$ cat src/rtl/arb_pkg.sv
// rtl/arb_pkg.sv - shared state encoding and constants for mem_arbiter
package arb_pkg;

    typedef enum logic [1:0] {
        IDLE  = 2'd0,
        FETCH = 2'd1,
        DATA  = 2'd2,
        RESP  = 2'd3
    } arb_state_t;

    localparam logic [31:0] NOP_INSTR = 32'h0000_0013;
    localparam logic [3:0]  FETCH_BE  = 4'hF;

endpackage

$ cat src/rtl/arb_watchdog.sv
// rtl/arb_watchdog.sv - mem_ack wait counter; expired is high in the last allowed busy cycle
module arb_watchdog #(
    parameter int TIMEOUT_CYCLES = 64
) (
    input  logic clk,
    input  logic reset,
    input  logic clear,
    input  logic active,
    input  logic ack,
    output logic expired
);

    localparam int CW = $clog2(TIMEOUT_CYCLES + 1);

    logic [CW-1:0] count;

    assign expired = active && !ack && (count == CW'(TIMEOUT_CYCLES - 1));

    always_ff @(posedge clk or negedge reset) begin
        if (!reset) begin
            count <= '0;
        end else if (clear || !active) begin
            count <= '0;
        end else if (!expired) begin
            count <= count + 1'b1;
        end
    end

endmodule

$ cat src/rtl/mem_arbiter.sv
// rtl/mem_arbiter.sv - shares one SRAM port between fetch and data with starvation guard
// Optional ARB_TIMEOUT_EN: mem_ack watchdog that completes a hung access with bus_err.
module mem_arbiter
    import arb_pkg::*;
#(
    parameter int MAX_DATA_RUN = 4
`ifdef ARB_TIMEOUT_EN
    ,
    parameter int TIMEOUT_CYCLES = 64
`endif
) (
    input  logic        clk,
    input  logic        reset,
    input  logic        if_req,
    input  logic [31:0] if_addr,
    input  logic        if_flush,
    output logic [31:0] if_rdata,
    output logic        if_ready,
    input  logic        d_req,
    input  logic        d_we,
    input  logic [31:0] d_addr,
    input  logic [31:0] d_wdata,
    input  logic [3:0]  d_be,
    output logic [31:0] d_rdata,
    output logic        d_ready,
    output logic        mem_req,
    output logic        mem_we,
    output logic [31:0] mem_addr,
    output logic [31:0] mem_wdata,
    output logic [3:0]  mem_be,
    input  logic [31:0] mem_rdata,
    input  logic        mem_ack,
    output logic        bus_err
);

    localparam int RW = $clog2(MAX_DATA_RUN + 1);

    arb_state_t    state, state_next;
    logic [RW-1:0] run;
    logic          discard;
    logic          is_fetch;
    logic          grant_data, grant_fetch;
    logic          timeout_hit;

`ifdef ARB_TIMEOUT_EN
    logic timed_out;

    arb_watchdog #(
        .TIMEOUT_CYCLES(TIMEOUT_CYCLES)
    ) u_watchdog (
        .clk    (clk),
        .reset  (reset),
        .clear  (grant_data || grant_fetch),
        .active ((state == FETCH) || (state == DATA)),
        .ack    (mem_ack),
        .expired(timeout_hit)
    );

    always_ff @(posedge clk or negedge reset) begin
        if (!reset) begin
            timed_out <= 1'b0;
        end else if (grant_data || grant_fetch) begin
            timed_out <= 1'b0;
        end else if (timeout_hit) begin
            timed_out <= 1'b1;
        end
    end

    assign bus_err = (state == RESP) && timed_out;
`else
    assign timeout_hit = 1'b0;
    assign bus_err     = 1'b0;
`endif

    // A flush in the response cycle itself must still hide the stale instruction.
    assign if_ready = (state == RESP) && is_fetch && !discard && !if_flush;
    assign d_ready  = (state == RESP) && !is_fetch;

    always_comb begin
        state_next  = state;
        grant_data  = 1'b0;
        grant_fetch = 1'b0;
        case (state)
            IDLE: begin
                if (d_req && !(if_req && run == RW'(MAX_DATA_RUN))) begin
                    grant_data = 1'b1;
                    state_next = DATA;
                end else if (if_req && !if_flush) begin
                    grant_fetch = 1'b1;
                    state_next  = FETCH;
                end
            end
            FETCH, DATA: begin
                if (mem_ack || timeout_hit) begin
                    state_next = RESP;
                end
            end
            RESP:    state_next = IDLE;
            default: state_next = IDLE;
        endcase
    end

    always_ff @(posedge clk or negedge reset) begin
        if (!reset) begin
            state     <= IDLE;
            run       <= '0;
            discard   <= 1'b0;
            is_fetch  <= 1'b0;
            mem_req   <= 1'b0;
            mem_we    <= 1'b0;
            mem_addr  <= '0;
            mem_wdata <= '0;
            mem_be    <= '0;
            if_rdata  <= '0;
            d_rdata   <= '0;
        end else begin
            state <= state_next;
            case (state)
                IDLE: begin
                    if (!if_req || grant_fetch) begin
                        run <= '0;
                    end else if (grant_data && run != RW'(MAX_DATA_RUN)) begin
                        run <= run + 1'b1;
                    end
                    if (grant_data) begin
                        mem_req   <= 1'b1;
                        mem_we    <= d_we;
                        mem_addr  <= d_addr;
                        mem_wdata <= d_wdata;
                        mem_be    <= d_be;
                        is_fetch  <= 1'b0;
                    end else if (grant_fetch) begin
                        mem_req   <= 1'b1;
                        mem_we    <= 1'b0;
                        mem_addr  <= if_addr;
                        mem_wdata <= '0;
                        mem_be    <= FETCH_BE;
                        is_fetch  <= 1'b1;
                    end
                end
                FETCH, DATA: begin
                    if (state == FETCH && if_flush) begin
                        discard <= 1'b1;
                    end
                    if (mem_ack) begin
                        mem_req <= 1'b0;
                        if (state == FETCH) begin
                            if_rdata <= mem_rdata;
                        end else begin
                            d_rdata <= mem_rdata;
                        end
                    end else if (timeout_hit) begin
                        mem_req <= 1'b0;
                        if (state == FETCH) begin
                            if_rdata <= NOP_INSTR;
                        end else begin
                            d_rdata <= '0;
                        end
                    end
                end
                RESP: begin
                    discard <= 1'b0;
                end
                default: ;
            endcase
        end
    end

endmodule

$ cat config.mk
export PLATFORM = sky130hd
export DESIGN_NAME = mem_arbiter
export DESIGN_NICKNAME = d
export VERILOG_FILES = /design/src/rtl/arb_pkg.sv /design/src/rtl/arb_watchdog.sv /design/src/rtl/mem_arbiter.sv
export SDC_FILE = /design/constraint.sdc
export NUM_CORES = 1
export LEC_CHECK = 0
export ABC_AREA = 1
export CAP_MARGIN = 20
export CORE_MARGIN = 2
export CORE_UTILIZATION = 37
export CTS_BUF_LIST = sky130_fd_sc_hd__clkbuf_16
export DETAILED_ROUTE_END_ITERATION = 10
export GPL_TIMING_DRIVEN = 0
export MAX_ROUTING_LAYER = met4
export PLACE_DENSITY = 0.81
export SLEW_MARGIN = 20
export SYNTH_ARGS = -nofsm -noshare
export SYNTH_HDL_FRONTEND = slang
export SYNTH_SLANG_ARGS = --single-unit
$ cat constraint.sdc
create_clock -name clk -period 1.5 [get_ports clk]
set_input_delay 0.3 -clock clk [delete_from_list [all_inputs] [get_ports clk]]
set_output_delay 0.3 -clock clk [all_outputs]
set_load 0.03 [all_outputs]
== Yosys cells after proc, flatten, opt, wreduce, memory -nomap -nowiden ==
Index checks and enable logic that the tools add are counted.
Operators by class
  add/subtract/negate cells: 1
  eq/ne operators: 9
  muxes and demuxes: 26
  bitwise logic cells: 1
  reductions and logical operators: 28
Operators by type and width (count)
  2-to-1 mux 32 bit: 4
  2-to-1 mux 1 bit: 12
  logical AND 1 bit: 9
  != test 3 bit, second input constant: 3
  AND reduction 3 bit: 3
  2-to-1 mux 4 bit: 2
  AND reduction 2 bit: 4
  nonzero test 2 bit: 4
  2-to-1 mux 2 bit: 3
  2-to-1 mux 3 bit: 2
  one-hot mux 2 bit (3 select lines): 1
  logical NOT 1 bit: 5
  equality test 2 bit, second input constant: 2
  != test 2 bit, second input constant: 2
  one-hot mux 1 bit (2 select lines): 2
  adder 3 x 1 -> 3 bit, second input constant: 1
  equality test 3 bit, second input constant: 1
  equality test 2 x 1 -> 1 bit, second input constant: 1
  logical NOT 2 bit: 1
  OR reduction 2 bit: 1
  logical OR 1 bit: 1
  NOT 1 bit: 1
Storage, ports and cells
  bits in registers: 141
  input bits: 139
  output and inout bits: 137
  word-level logic and storage cells: 76

== Logic depth before layout (Yosys ltp) ==
Gate-level depths: netlist (run 1).
  depth after elaboration: 9
  mapped depth: 11
  depth with buffers taken out: 10

== Worst setup path after synthesis (run 1) ==
Ideal clock, no wire load.
  kind: flip-flop to output port
  start point: register state[0]
  end point: output if_ready
  arrival: 1.253 ns
  data required time: 1.200 ns
  setup slack: -0.053 ns
  stages on the path, launching flop included: 4
  path buffers: 0
  cell sequence: dfrtp_1 > ha_1 > nand2_1 > nor3_1
On the way
  longest elaborated chain between the ends: 4
Ends and longest elaborated chain
  start, declared: RTL line mem_arbiter.sv:38  | arb_state_t state, state_next;
  start signal, assigned: RTL line mem_arbiter.sv:117  | state <= state_next;
  equality test 2 bit: RTL line mem_arbiter.sv:76  | assign if_ready = (state == RESP) && is_fetch && !discard && !if_flush;
  logical AND 1 bit (3 in a row): RTL line mem_arbiter.sv:76
  end, declared: RTL line mem_arbiter.sv:18  | output logic if_ready,
No other way between the ends.

== Final worst setup path (run 1) ==
  start point: register state[0]
  end point: register mem_addr[23]
On the way
  longest elaborated chain between the ends: 4
  elaborated cells between the ends (all ways): 6
  those cells by class: mux (3); reduce/logical (3)
Ends and longest elaborated chain
  logical NOT 2 bit *: RTL line mem_arbiter.sv:83, mem_arbiter.sv:118
  2-to-1 mux 1 bit: RTL line mem_arbiter.sv:83  | case (state)
  nonzero test 2 bit (no line)
  AND reduction 2 bit (no line)
  end signal, assigned: RTL line mem_arbiter.sv:128  | mem_addr <= d_addr;
  end signal, assigned: RTL line mem_arbiter.sv:135  | mem_addr <= if_addr;
  end, declared: RTL line mem_arbiter.sv:28  | output logic [31:0] mem_addr,
Every way passes the cells marked *; elsewhere a longest branch is shown, timed or not.
A chain may end at the register's enable or synchronous reset.

==> results.tsv, run 1 <==
metric	value	unit
status	finished with violations	
violated checks	setup timing	
fin worst setup slack	-0.259	ns
Net Sw Frac	45.0	%
HPWL after DPL	13500	microns
Final Slew Violations	0	
Int Pwr	12900	uW
Hold Slack	0.408	ns
largest cells by area after synthesis	dfrtp_1 (61%), nand2_1 (14%), nand3_1 (9.0%)	
CP Buf/Inv Count	5	
TritonCTS clock tree	yes	
die height	129	microns
Tcrit/Tclk final	117	%
number of I/O pins	276	
Worst-Skew Late Latency	0.42	ns
share of cells above drive strength 1	32.0	%
Synth cell types	22	
Die ar.	16700	sq um
first-pass GRT wire length	29600	microns
Least-Margin Pin Slew	0.536	ns
clock network power share	18.3	%
Setup crit start kind	flip-flop	
Fmax	0.568	GHz
worst-path maximum fanout	8	
warnings from Yosys	0	
RSZ-0062 raised after global routing	yes	
largest net degree at the start of global routing	77	
sequential-to-total area share from yosys stat	60.7	%
commonest non-fill, non-tap cell in the layout	nand2_1	
Yosys reg bits	141	
post-route ant nets	0	
Reg clk slew, reported paths	0.06	ns
highest-count cells in the layout ignoring fill and taps	nand2_1 (188), dfrtp_1 (141), clkdlybuf4s50_1 (137)	
CTS Buf Count	17	
clk root buf	clkbuf_16	
critical path endpoint	mem_addr[23]$_DFFE_PN0P_	
Mean Syn Cell Area	9.04	sq um
maxcap violations	0	
WP data required	1.80	ns
CP Launch Point	state[0]$_DFFE_PN0P_	
Chip Width	129	microns
Reg area	3530	sq um
Rel. slew slack	64.3	%
Global Route Usage Sum	24.1	%
H-tree lvl count	4	
Vias	5890	
LEAKAGE	0.00521	uW
initial antenna violation count	0	
reg2reg end	mem_addr[23]$_DFFE_PN0P_	
number of fill cells	1097	
share of the synthesized area in the top cell type	60.7	%
Post-Syn Instances	643	
crit path DAT	2.06	ns
diodes inserted	0	
final hold viol count	0	
Worst R2R Start	state[0]$_DFFE_PN0P_	
vias per std cell	4.92	
1st-iter DRT viols	298	
Setup CP Type	reg -> reg	
Core Box Area	15300	sq um
slowest CP cell	dfrtp_1	
vias in the first global route	5701	
Reg2Reg Depth	10	
Finished Layout Cells	1197	
sequential power share	29.0	%
Final setup viols	78	
power share of the combinational group	52.7	%
Post-Syn Area	5820	sq um
starting density of the core	38.1	%
area growth from synthesis to layout	82.3	%
VDD IR max	0.00155	V
Sw Pwr	10600	uW
clk sinks	141	
family with the most delay on the worst path	buffers and inverters	
# DRC	0	
CP max stage delay	0.41	ns
power density cells	2210	nW/um^2
final wirelength	21500	microns
DRT Pass-1 Iters	5	
area of the multi-input gates	2570	sq um
stages on the worst setup path	10	
global route total overflow	0	
dpl cells	1129	
Hold Path Class	in -> async	
R2R setup slack	-0.26	ns
FP Rows	45	
I/O Buffers	274	
area leader, netlist	dfrtp_1	
crit-path cells	buf_6 -> inv_4 -> ha_4 -> inv_4 -> nor2_4 -> nand2_8 -> buf_12 -> clkbuf_16 -> nand3_1 -> nand3_1	
final net count	1118	
CP Capture Type	flip-flop	
clock skew	0.00638	ns
syn nets	787	
routability cong.	0.813	
DR WL/cell	18.0	microns
clk buf depth	2	
Period minus WS final	1.76	ns
routing by layer:
layer  wire (microns)  global-route usage (%)
met1             7990                    27.1
met2            11100                    39.0
met3             1870                    8.51
met4              584                    10.0
met5                0                       -
power groups by stage:
stage               registers [uW]  logic (uW)  clock network (uW)
floorplan                     9840        2840                   0
global placement              6560       10900                   0
detailed placement            6610       11100                   0
CTS                           6550       10700                4340
global route                  6980       13200                4530
finish                        6810       12400                4280
synthesized netlist by cell type, drive strengths merged:
cell     count
nor3         2
nand3      106
o22a         4
conb         1
o21ai       68
a2bb2oi      1
inv         48
xnor2        1
dfrtp      141
nand2      222
buf         25
or2          1
ha           5
clkbuf      13
nor2         5
worst min path at each step:
stage,to,slack (ns),depth (start not counted)
detailed placement,if_rdata[18]$_DFFE_PN0P_,0.28,1
floorplan,d_rdata[0]$_DFFE_PN0P_,0.004,0
finish,if_rdata[18]$_DFFE_PN0P_,0.41,2
CTS,mem_wdata[22]$_DFFE_PN0P_,0.40,3
global placement,d_rdata[20]$_DFFE_PN0P_,0.46,2
global route,mem_wdata[31]$_DFFE_PN0P_,0.42,3
area by class of cell:
type	count	area share (%)
well taps	211	2.49
clock inverters	14	1.61
repair buffers	313	28.8
clock buffers	17	4.01
multi-input cells	418	24.3
inverters	48	1.96
flip-flops and latches	141	33.3
plain buffers	35	3.58
metrics by stage:
step                setup WS, ns  total power (uW)  util, %  TNS [ns]  cell area, sq um
global route              -0.307             24700     69.5    -17.37             10600
finish                    -0.259             23400     69.5    -10.75             10600
CTS                       -0.250             21600     63.7     -7.54              9720
floorplan                 0.0113             12700        -         0              5820
detailed placement        -0.501             17700     58.1    -47.48              8860
global placement           -5.56             17500     57.9   -828.10              8830
kinds of logic after synthesis:
kind of cell    Yosys count  synth area share [%]
simple gates            336                  24.5
other cells               1                0.0645
fa+ha+maj                 5                  1.08
compound gates           73                  6.61
buf+inv                  86                  6.95
flops                   141                  60.7
xor+xnor                  1                 0.151
flip-flops by register name (all words and copies together) (netlist names):
name,flops
mem_we,1
if_rdata,32
mem_addr,32
mem_be,4
mem_wdata,32
discard,1
run,3
mem_req,1
state,2
is_fetch,1
d_rdata,32
what timing repair did:
item                       CTS  global route
pin swaps                    4            28
hold buffers                 1             0
hold endpoints to repair    65             0
gates cloned                 4            11
buffers inserted            13            11
resized for setup          275           355
setup endpoints to repair  273           224
worst register-to-register path: cells and delay by family (launching register included):
kind	cells	cell delay, ns
DFF	1	0.41
and+or+nand+nor	4	0.50
adders and majority gates	1	0.17
buffers and inverters	5	0.55
Note: power is estimated with default switching activity, not from simulation.
==> run 2, diff against run 1 <==
--- a/config.mk
+++ b/config.mk
@@ -10,11 +10,11 @@
 export CORE_MARGIN = 2
 export CORE_UTILIZATION = 37
 export CTS_BUF_LIST = sky130_fd_sc_hd__clkbuf_16
+export CTS_CLUSTER_SIZE = 30
 export DETAILED_ROUTE_END_ITERATION = 10
 export GPL_TIMING_DRIVEN = 0
 export MAX_ROUTING_LAYER = met4
 export PLACE_DENSITY = 0.81
-export SLEW_MARGIN = 20
 export SYNTH_ARGS = -nofsm -noshare
 export SYNTH_HDL_FRONTEND = slang
 export SYNTH_SLANG_ARGS = --single-unit
==> results.tsv, run 2 (same netlist as run 1, synthesis figures left out) <==
metric	value	unit	change
final wirelength	24000	microns	+12%
slowest CP cell	dfrtp_2		
area growth from synthesis to layout	96.4	%	
vias in the first global route	5977		+4.8%
vias per std cell	5.04		+2.3%
Final Slew Violations	0		unchanged
crit path DAT	1.43	ns	-0.63 ns
Setup CP Type	reg -> out		
final instance area	11400	sq um	+7.8%
Die ar.	16700	sq um	unchanged
worst-path maximum fanout	4		-4
crit-path cells	ha_2 -> nand2_2 -> nor3_2 -> buf_4		
reg2reg end	mem_we$_DFFE_PN0P_		
violated checks	setup timing		
Worst R2R Start	state[1]$_DFFE_PN0P_		
CP Launch Point	state[0]$_DFFE_PN0P_		
Core Box Area	15300	sq um	unchanged
Reg2Reg Depth	10		unchanged
Worst-Skew Late Latency	0.42	ns	about the same
Least-Margin Pin Slew	0.651	ns	+0.115 ns
largest net degree at the start of global routing	77		unchanged
TritonCTS clock tree	yes		
CP max stage delay	0.41	ns	about the same
clock skew	0.00741	ns	+0.00103 ns
CTS Buf Count	17		unchanged
Rel. slew slack	56.6	%	-7.7 points
die height	129	microns	unchanged
first-pass GRT wire length	31500	microns	+6.4%
Tcrit/Tclk final	116	%	-1.6 points
Chip Width	129	microns	unchanged
HPWL after DPL	13600	microns	+0.38%
Vias	6133		+4.1%
share of cells above drive strength 1	45.0	%	+13 points
commonest non-fill, non-tap cell in the layout	dfrtp_1		
final hold viol count	0		unchanged
VDD IR max	0.00150	V	-3.5%
number of fill cells	955		-13%
Period minus WS final	1.73	ns	-0.0244 ns
FP Rows	45		unchanged
I/O Buffers	274		unchanged
number of I/O pins	276		unchanged
global route total overflow	0		unchanged
Tot Pwr	25600	uW	+9.3%
WP data required	1.20	ns	-0.60 ns
DR WL/cell	19.7	microns	+9.8%
diodes inserted	0		unchanged
R2R setup slack	-0.18	ns	+0.08 ns
Reg clk slew, reported paths	0.06	ns	about the same
DRT Pass-1 Iters	5		unchanged
routability cong.	0.813		unchanged
power density cells	2240	nW/um^2	+1.4%
post-route ant nets	0		unchanged
RSZ-0062 raised after global routing	yes		
status	finished with violations		
clk sinks	141		unchanged
Hold Path Class	in -> reg		
clk buf depth	2		unchanged
Final setup viols	109		+40%
highest-count cells in the layout ignoring fill and taps	dfrtp_1 (140), clkdlybuf4s50_1 (136), nand2_1 (112)		
starting density of the core	38.1	%	unchanged
fin worst setup slack	-0.235	ns	+0.0244 ns
clk root buf	clkbuf_16		
maxcap violations	0		unchanged
1st-iter DRT viols	302		+1.3%
initial antenna violation count	0		unchanged
Fmax	0.576	GHz	+1.4%
# DRC	0		unchanged
final net count	1139		+1.9%
Setup crit start kind	flip-flop		
LEAKAGE	0.00571	uW	+9.7%
CP Capture Type	output pin		
critical path endpoint	if_ready		
H-tree lvl count	4		unchanged
Placed Area	8860	sq um	about the same
Global Route Usage Sum	25.6	%	+1.5 points
-- run 2: worst min path at each step --
stage | start | to | depth (start not counted)
2_1_floorplan | reset | d_rdata[0]$_DFFE_PN0P_ | 0
3_3_place_gp | d_rdata[20]$_DFFE_PN0P_ | d_rdata[20]$_DFFE_PN0P_ | 2
3_5_place_dp | reset | if_rdata[18]$_DFFE_PN0P_ | 1
4_1_cts | d_wdata[22] | mem_wdata[22]$_DFFE_PN0P_ | 3
5_1_grt | d_wdata[19] | mem_wdata[19]$_DFFE_PN0P_ | 3
6_report | d_wdata[19] | mem_wdata[19]$_DFFE_PN0P_ | 3
-- run 2: power by group --
group,switching (uW),internal [uW],leakage [uW],total (uW)
clock network,1710,2780,0.000293,4490
registers,1340,5590,0.00176,6930
logic,8420,5790,0.00366,14200
total,11500,14200,0.00571,25600
-- run 2: through the flow --
stage,cells,hold WS (ns),utilization [%],setup slack [ns],setup TNS (ns)
global route,1218,0.414,74.9,-0.284,-17.87
floorplan,643,0.00441,-,0.0113,0
CTS,1191,0.401,69.1,-0.232,-13.17
finish,1218,0.427,74.9,-0.235,-11.06
global placement,1128,0.464,57.9,-5.56,-828.10
detailed placement,1129,0.331,58.0,-0.503,-48.22
-- run 2: critical path, delay by kind of cell (launching register included) --
kind / cells / cell delay [ns]
flip-flops: 1 / 0.41
adder cells (fa/ha/maj): 1 / 0.23
buffers and inverters: 1 / 0.20
AND/OR/NAND/NOR: 2 / 0.18
-- run 2: routing by layer --
metal	track usage [%]	up-vias	share of wire [%]
met5	-	-	0
met4	10.2	0	3.8
met3	8.38	64	7.4
met2	42.8	293	51
met1	28.3	2994	37
li1	-	2782	-
-- run 2: repair_timing --
item	in CTS	in global routing
setup endpoints to repair	274	259
resized for setup	434	419
gates cloned	11	11
pin swaps	32	50
endpoints found under the hold margin	65	0
hold buffers	1	0
buffers inserted	20	20
-- run 2: cell type report --
class | instances | area [sq um] | share of cell area [%]
Buffer | 34 | 498 | 4.36
Clock buffer | 17 | 425 | 3.72
Clock inverter | 14 | 191 | 1.68
Inverter | 48 | 210 | 1.84
Multi-Input combinational cell | 416 | 2990 | 26.2
Sequential cell | 141 | 3530 | 30.9
Tap cell | 211 | 264 | 2.31
Timing Repair Buffer | 337 | 3320 | 29.0
